===== config.mk =====
export PLATFORM = sky130hd
export DESIGN_NAME = can_tx_scheduler
export DESIGN_NICKNAME = d
export VERILOG_FILES = /design/src/rtl/can_tx_scheduler.sv
export SDC_FILE = /design/constraint.sdc
export NUM_CORES = 1
export LEC_CHECK = 0
export BUFFER_PORTS_ARGS = -buffer_cell sky130_fd_sc_hd__buf_4
export CORE_MARGIN = 5
export CORE_UTILIZATION = 40
export DETAILED_ROUTE_END_ITERATION = 10
export GPL_TIMING_DRIVEN = 0
export PLACE_DENSITY = 0.65
export SLEW_MARGIN = 25
export SYNTH_ARGS = -nofsm -noshare
export SYNTH_HDL_FRONTEND = slang
export SYNTH_SLANG_ARGS = --single-unit

===== constraint.sdc =====
create_clock -name clk -period 3 [get_ports clk]
set_clock_uncertainty 0.05 [all_clocks]
set_input_delay 0.45 -clock clk [delete_from_list [all_inputs] [get_ports clk]]
set_output_delay 0.45 -clock clk [all_outputs]
set_load 0.005 [all_outputs]

===== src/rtl/can_tx_scheduler.sv =====
// can_tx_scheduler: shares one can_tx between N_REQ requesters, lowest CAN id
// wins arbitration; watchdog aborts hung frames, gap enforced between frames.
module can_tx_scheduler #(
    parameter int N_REQ       = 4,
    parameter int TIMEOUT_CYC = 4096,
    parameter int IFS_CYC     = 16,
    localparam int GW = (N_REQ > 1) ? $clog2(N_REQ) : 1
) (
    input  logic               clk,
    input  logic               rst_n,
    input  logic [N_REQ-1:0]   req_valid,
    input  logic [11*N_REQ-1:0] req_id,
    input  logic [8*N_REQ-1:0] req_data,
    output logic [N_REQ-1:0]   req_ack,
    output logic               req_err,
    output logic               tx_start,
    output logic [10:0]        tx_id,
    output logic [7:0]         tx_data,
    input  logic               tx_done,
    output logic               busy,
    output logic [GW-1:0]      grant_idx
);

    localparam int TW  = (TIMEOUT_CYC > 2) ? $clog2(TIMEOUT_CYC) : 1;
    localparam int GPW = $clog2(IFS_CYC + 1);

    typedef enum logic [2:0] {
        S_IDLE,
        S_START,
        S_BUSY,
        S_DONE,
        S_GAP
    } state_t;

    state_t          r_state;
    state_t          w_next;
    logic [10:0]     r_tx_id;
    logic [7:0]      r_tx_data;
    logic [GW-1:0]   r_grant;
    logic [TW-1:0]   r_timer;
    logic [GPW-1:0]  r_gap;
    logic            r_err;

    logic            w_found;
    logic [GW-1:0]   w_win_idx;
    logic [10:0]     w_win_id;
    logic [7:0]      w_win_data;
    logic            w_timeout;

    // Ascending scan with strict less-than keeps the lowest index on id ties
    always_comb begin
        w_found    = 1'b0;
        w_win_idx  = '0;
        w_win_id   = '1;
        w_win_data = '0;
        for (int i = 0; i < N_REQ; i++) begin
            if (req_valid[i] &&
                (!w_found || req_id[11*i +: 11] < w_win_id)) begin
                w_found    = 1'b1;
                w_win_idx  = GW'(i);
                w_win_id   = req_id[11*i +: 11];
                w_win_data = req_data[8*i +: 8];
            end
        end
    end

    // Timer counts BUSY cycles; abort lands the ack TIMEOUT_CYC after tx_start
    assign w_timeout = (r_timer == TW'(TIMEOUT_CYC - 2));

    always_ff @(posedge clk or negedge rst_n) begin
        if (!rst_n) begin
            r_state <= S_IDLE;
        end else begin
            r_state <= w_next;
        end
    end

    always_comb begin
        w_next = r_state;
        unique case (r_state)
            S_IDLE:  if (w_found) w_next = S_START;
            S_START: w_next = S_BUSY;
            S_BUSY:  if (tx_done || w_timeout) w_next = S_DONE;
            S_DONE:  w_next = S_GAP;
            S_GAP:   if (r_gap == '0 && !tx_done) w_next = S_IDLE;
            default: w_next = S_IDLE;
        endcase
    end

    always_ff @(posedge clk or negedge rst_n) begin
        if (!rst_n) begin
            r_tx_id   <= '0;
            r_tx_data <= '0;
            r_grant   <= '0;
            r_timer   <= '0;
            r_gap     <= '0;
            r_err     <= 1'b0;
        end else begin
            if (r_state == S_IDLE && w_found) begin
                r_tx_id   <= w_win_id;
                r_tx_data <= w_win_data;
                r_grant   <= w_win_idx;
            end
            if (r_state == S_START) begin
                r_timer <= '0;
            end else if (r_state == S_BUSY) begin
                r_timer <= r_timer + 1'b1;
            end
            if (r_state == S_BUSY && (tx_done || w_timeout)) begin
                r_err <= !tx_done;
            end
            if (r_state == S_DONE) begin
                r_gap <= GPW'(IFS_CYC - 1);
            end else if (r_state == S_GAP && r_gap != '0) begin
                r_gap <= r_gap - 1'b1;
            end
        end
    end

    always_comb begin
        tx_start = 1'b0;
        req_ack  = '0;
        req_err  = 1'b0;
        busy     = 1'b1;
        unique case (r_state)
            S_IDLE:  busy = 1'b0;
            S_START: tx_start = 1'b1;
            S_DONE: begin
                req_ack = N_REQ'(1) << r_grant;
                req_err = r_err;
            end
            default: ;
        endcase
    end

    assign tx_id     = r_tx_id;
    assign tx_data   = r_tx_data;
    assign grant_idx = r_grant;

endmodule

==> summary.txt, run 1 <==
Finish
  • Non-Filler Instances: 718
  • Layout fillers: 650
  • Area grow syn2layout: 72.3%
  • Seq. cell area: 1050 um^2
  • Most frequent cells in the layout: buf_4, dfrtp_1, nand2_1
  • Share of post-route cells with drive strength above 1: 0.477
  • Area of the multi-input gates: 3030 um^2
  • Post-route cell area: 5990 um^2
  • Commonest non-fill, non-tap cell in the layout: buf_4
  • Ant. Diodes: 0
  • NumNets Final: 727

Flow run
  • Maximum capacitance violations: 0

Setup path
  • Worst EP required: 3170 ps
  • Crit-path most repeated cell: buf_4
  • CP arrival: 6410 ps
  • Critical path class: in -> reg
  • Slowest cell delay on critical path: 410 ps
  • Highest-delay cell along the critical path: a221o_1
  • Critical Path End Type: flip-flop
  • R2R setup slack: 480 ps
  • CP startpoint kind: input pin
  • Max FO, Critical Path: 5

Synthesis
  • Syn Area/Cell: 8.03 um^2
  • Yosys top cell by area: dfrtp_1
  • Ys Warns: 0
  • Leading register cell type out of synthesis: dfrtp_1
  • Mapped Area: 3480 um^2
  • Ranking of synthesized cells by area: dfrtp_1, ha_1, a21oi_1
  • Post-synthesis register bit count: 42
  • Sequential share of the synthesized area: 0.302
  • Mapped Cells: 433
  • Synth top area share: 0.302
  • Post-synthesis cell type count: 52
  • EDFF count, synth: 0
  • Async SR Flop Fraction: 1.00
  • Mapped Nets: 550

STA
  • Hold violation count in the final report: 0
  • Pins Over Slew Limit: 0
  • Setup violators final: 21
  • Final worst-path cycle share: 2.08
  • Slew HR: 0.353
  • Setup TNS: -64,700 ps
  • Fin crit period: 6240 ps
  • Fmax: 0.160 GHz
  • Worst setup margin: -3240 ps
  • RSZ-0062 raised after global routing: yes
  • Worst slew pin tran: 971 ps

Clock tree
  • Hold buffers post-CTS: 0
  • CTS tree: built
  • Clock sink count: 42
  • Clk Latency, worst-skew pair: 280 ps
  • CTS Buf Count: 5
  • Clock Path Buffers: 2
  • Reg clk slew, reported paths: 80 ps
  • H-tree Lvls: 2
  • CTS root buffer: clkbuf_8

Global routing
  • Global-route wire length before repair: 18.9 mm
  • GRT Overall Usage: 0.222
  • Initial antenna violation count: 0
  • Largest net degree at the start of global routing: 43
  • Grt ovf: 0
  • Vias in the first global route: 3,948

Detailed routing
  • Post-DR wirelength/cell: 17.9 um
  • DRT met1 WL: 5.12 mm
  • Metal2 WL: 6.81 mm
  • Vias per inst: 5.72
  • Via count: 4,104
  • Final WL: 12.8 mm
  • Initial drt markers: 232
  • # DRC: 0
  • Drt pass-1 iters: 4
  • Antenna-violating nets left: 0
  • Routed met3 length: 634 um
  • Highest metal used: met4

Pwr
  • P per Cell Area: 545 nW/um^2
  • VDD IR max: 0.253 mV
  • Pint: 0.00190 W
  • Share of total power in the clock network: 0.106
  • Sw Share: 0.417
  • LEAKAGE: 2.60 nW
  • Net Sw Power: 0.00136 W
  • Sequential share of power: 0.276
  • Logic gate share of total power: 0.618

Die
  • Core area: 8590 um^2
  • Die width: 103 um
  • IO Count: 111
  • Die height: 103 um
  • Die area: 10,700 um^2
  • Initial core utilization: 0.404
  • Num rows: 34

Hold path
  • Hold Crit Class: in -> async

Placement
  • Buffers on Ports: 110
  • Inst Count DP: 651
  • Global placement routability congestion: 0.861
  • Detailed Place HPWL: 8.78 mm
  • Placed Area: 4590 um^2

Run status
  • Failing checks: setup timing
  • Status: finished, violations left
[critical path, delay by kind of cell]
kind / cells / cell delay [ps]
AO/OA/AOI/OAI: 12 / 2530
adder cells (fa/ha/maj): 2 / 470
buffers and inverters: 20 / 2570
AND/OR/NAND/NOR: 2 / 370
[power by group through the flow]
stage / logic (W) / clock network (W) / registers, W
global placement: 0.00145 / 0 / 0.000912
finish: 0.00202 / 0.000345 / 0.000902
global route: 0.00219 / 0.000372 / 0.000935
CTS: 0.00178 / 0.000350 / 0.000903
floorplan: 0.000874 / 0 / 0.000900
detailed placement: 0.00149 / 0 / 0.000912
[Yosys cell counts, drive strengths merged, types with 5 or more instances]
library cell	n
ha	34
o21ai	37
o31ai	13
a311o	8
o211ai	7
dfrtp	42
nor3	17
nand2	38
xnor2	5
clkbuf	18
nor2b	12
nand3	23
a211oi	11
buf	6
nand4	7
o21a	6
o311ai	11
inv	21
a21oi	52
nor2	28
[flip-flops by register name, summed over array words and instances (netlist names)]
| register | flops |
|---|---|
| r_err | 1 |
| r_state | 3 |
| grant_idx | 2 |
| tx_id | 11 |
| r_timer | 12 |
| r_gap | 5 |
| tx_data | 8 |
[metal layers]
layer  track usage  vias to the layer above
li1              -                     1982
met1         0.274                     1965
met2         0.404                      131
met3        0.0262                       26
met4        0.0707                        0
met5             0                        -
[per-stage QoR]
| step | setup slack (ps) | hold WS [ps] | utilization | total power (W) |
|---|---|---|---|---|
| 2_1_floorplan | -2980 | 104 | - | 0.00177 |
| 3_3_place_gp | -3970 | 419 | 0.534 | 0.00236 |
| 3_5_place_dp | -4140 | 420 | 0.534 | 0.00240 |
| 4_1_cts | -3160 | 106 | 0.643 | 0.00304 |
| 5_1_grt | -3380 | 118 | 0.697 | 0.00350 |
| 6_report | -3240 | 77.3 | 0.697 | 0.00326 |
[cell type report]
cell class              instances  area share
plain buffers                  23      0.0439
clock buffers                   5      0.0115
clock inverters                 2     0.00167
inverters                      21      0.0132
multi-input cells             346       0.505
flip-flops and latches         42       0.175
well taps                     108      0.0226
repair buffers                171       0.227
[final timing paths]
check                             start           to  cells after the start
setup / recovery           req_valid[0]   tx_data[0]                     36
hold / removal                    rst_n   r_timer[9]                      1
setup reg to reg             r_state[1]  r_timer[11]                      8
hold reg to reg             r_timer[10]  r_timer[10]                      1
max in group asynchronous         rst_n   tx_data[1]                      1
min in group clk                tx_done        r_err                      2
[logic make-up (layout without fill, tap and decap cells)]
group / after synthesis / after routing / share of synthesized area
adder cells (fa/ha/maj): 34 / 34 / 0.122
AND/OR/NAND/NOR: 146 / 146 / 0.204
XOR/XNOR: 6 / 6 / 0.0151
AO/OA/AOI/OAI: 160 / 160 / 0.302
flip-flops: 42 / 42 / 0.302
buffers and inverters: 45 / 222 / 0.0540
[repair_timing]
action / 4_1_cts / 5_1_grt
cloned: 6 / 1
setup buffers: 38 / 20
gates resized for setup: 91 / 74
endpoints found under the setup margin: 21 / 21
pin swaps: 31 / 58
Note: power is estimated with default switching activity, not from simulation.
==> inputs of run 2 (changes only) <==
--- a/config.mk
+++ b/config.mk
@@ -10,7 +10,7 @@
 export CORE_UTILIZATION = 40
 export DETAILED_ROUTE_END_ITERATION = 10
 export GPL_TIMING_DRIVEN = 0
-export PLACE_DENSITY = 0.65
+export PLACE_DENSITY = 0.72
 export SLEW_MARGIN = 25
 export SYNTH_ARGS = -nofsm -noshare
 export SYNTH_HDL_FRONTEND = slang
==> run 2 against run 1 <==
- the run still ends with setup timing left
- clock power rose by 9.6%
- critical path depth is 2 lower
- cell count shrank 1.9%
- highest routed layer unchanged
- largest power group unchanged
- count of clock-buffer cells in the layout rose by 2
- sequential cell count unchanged
- wire length up 7.2%
- worst setup slack got worse by 150 ps
- utilization shrank 0.32 points
- die area unchanged
- non-clock buffer count fell by 15
==> summary.txt, run 2 (synthesized netlist as in run 1, its figures left out) <==
Run status
  • Status: finished, violations left
  • Failing checks: setup timing

Detailed routing
  • Metal2 WL: 7.31 mm
  • Routed met3 length: 768 um
  • # DRC: 0
  • Initial drt markers: 184
  • Antenna-violating nets left: 0
  • Final WL: 13.8 mm
  • Highest metal used: met4
  • DRT met1 WL: 5.23 mm
  • Via count: 4,209
  • Drt pass-1 iters: 5
  • Vias per inst: 5.98
  • Post-DR wirelength/cell: 19.5 um

Clock tree
  • CTS root buffer: clkbuf_8
  • CTS Buf Count: 5
  • Clock Path Buffers: 2
  • Reg clk slew, reported paths: 80 ps
  • H-tree Lvls: 2
  • CTS tree: built
  • Hold buffers post-CTS: 0
  • Clock sink count: 42
  • Clk Latency, worst-skew pair: 290 ps

STA
  • Fmax: 0.156 GHz
  • Worst setup margin: -3390 ps
  • Fin crit period: 6390 ps
  • Final worst-path cycle share: 2.13
  • Worst slew pin tran: 939 ps
  • Slew HR: 0.374
  • RSZ-0062 raised after global routing: yes
  • Hold violation count in the final report: 0
  • Setup violators final: 21
  • Pins Over Slew Limit: 0
  • Hold WS: 85.8 ps

Pwr
  • P per Cell Area: 559 nW/um^2
  • LEAKAGE: 2.51 nW
  • VDD IR max: 0.229 mV

Finish
  • Share of post-route cells with drive strength above 1: 0.475
  • Ant. Diodes: 0
  • Largest register by flop count: r_timer
  • Layout fillers: 626
  • Largest register FFs: 12
  • Most frequent cells in the layout: buf_4, dfrtp_1, nand2_1
  • Post-route cell area: 5960 um^2
  • Area grow syn2layout: 71.5%
  • Commonest non-fill, non-tap cell in the layout: buf_4
  • NumNets Final: 712

Global routing
  • Grt ovf: 0
  • GRT Overall Usage: 0.222
  • Vias in the first global route: 4,091
  • Global-route wire length before repair: 19.1 mm
  • Initial antenna violation count: 0
  • Largest net degree at the start of global routing: 43

Die
  • Initial core utilization: 0.404
  • Die height: 103 um
  • Die area: 10,700 um^2
  • IO Count: 111
  • Core area: 8590 um^2
  • Num rows: 34
  • Die width: 103 um

Placement
  • Detailed Place HPWL: 8.78 mm
  • Global placement routability congestion: 0.870
  • Placed Area: 4590 um^2
  • Buffers on Ports: 110

Setup path
  • CP arrival: 6500 ps
  • Worst path bufs/invs: 12
  • Max FO, Critical Path: 5
  • Family with the most delay on the worst path: compound AO/OA/AOI/OAI gates
  • Critical Path End Type: flip-flop
  • WP depth: 34
  • Worst EP required: 3110 ps
  • Critical path class: in -> reg
  • R2R depth: 8
  • Crit-path most repeated cell: buf_4
  • Highest-delay cell along the critical path: a221o_1
  • Slowest cell delay on critical path: 410 ps
  • CP startpoint kind: input pin

Flow run
  • Maximum capacitance violations: 0

Hold path
  • Hold Crit Class: in -> async
-- run 2: cell types whose count changed in the layout (fill, tap and decap cells not counted), sizes merged --
cell | previous run | this run
buf | 178 | 164
clkbuf | 21 | 22
clkinv | 2 | 1
-- run 2: final timing paths --
path,start,endpoint,slack (ps)
max,req_valid[0],tx_id[3],-3390
min,rst_n,tx_id[2],90
max reg2reg,r_state[1],r_timer[11],460
min reg2reg,r_timer[8],r_timer[8],440
max in group asynchronous,rst_n,r_gap[3],2450
min in group clk,tx_done,r_err,300
-- run 2: power breakdown --
group | internal, W | leakage, nW | total [W] | switching, W
sequential | 0.000766 | 0.514 | 0.000910 | 0.000144
combinational | 0.000967 | 1.95 | 0.00204 | 0.00108
clock | 0.000186 | 0.0482 | 0.000378 | 0.000192
total | 0.00192 | 2.51 | 0.00333 | 0.00141
-- run 2: area by class of cell --
| type | count | area (um^2) | area share |
|---|---|---|---|
| Buffer | 23 | 244 | 0.0409 |
| Clock buffer | 7 | 86.3 | 0.0145 |
| Clock inverter | 1 | 5.00 | 0.000839 |
| Inverter | 21 | 78.8 | 0.0132 |
| Multi-Input combinational cell | 346 | 3120 | 0.524 |
| Sequential cell | 42 | 1050 | 0.176 |
| Tap cell | 108 | 135 | 0.0227 |
| Timing Repair Buffer | 156 | 1240 | 0.208 |
-- run 2: metrics by stage --
stage / util / power, W / instances / setup WS, ps / TNS, ps
after global routing: 0.694 / 0.00356 / 704 / -3620 / -72830
after detailed placement: 0.534 / 0.00240 / 651 / -4030 / -82580
final: 0.694 / 0.00333 / 704 / -3390 / -68070
after global placement: 0.534 / 0.00234 / 651 / -3800 / -77630
after floorplan: - / 0.00177 / 433 / -2980 / -59870
after CTS: 0.631 / 0.00302 / 689 / -3160 / -64030
-- run 2: what timing repair did --
action                     in CTS  in global routing
gates resized for setup        94                 85
setup buffers                  24                 14
setup endpoints to repair      21                 21
gates cloned                    6                  3
pin swaps                      41                 53
-- run 2: metal layers --
metal / GRT usage / vias to the layer above
met5: 0 / -
met4: 0.0797 / 0
met3: 0.0282 / 45
met2: 0.398 / 177
met1: 0.273 / 2035
li1: - / 1952
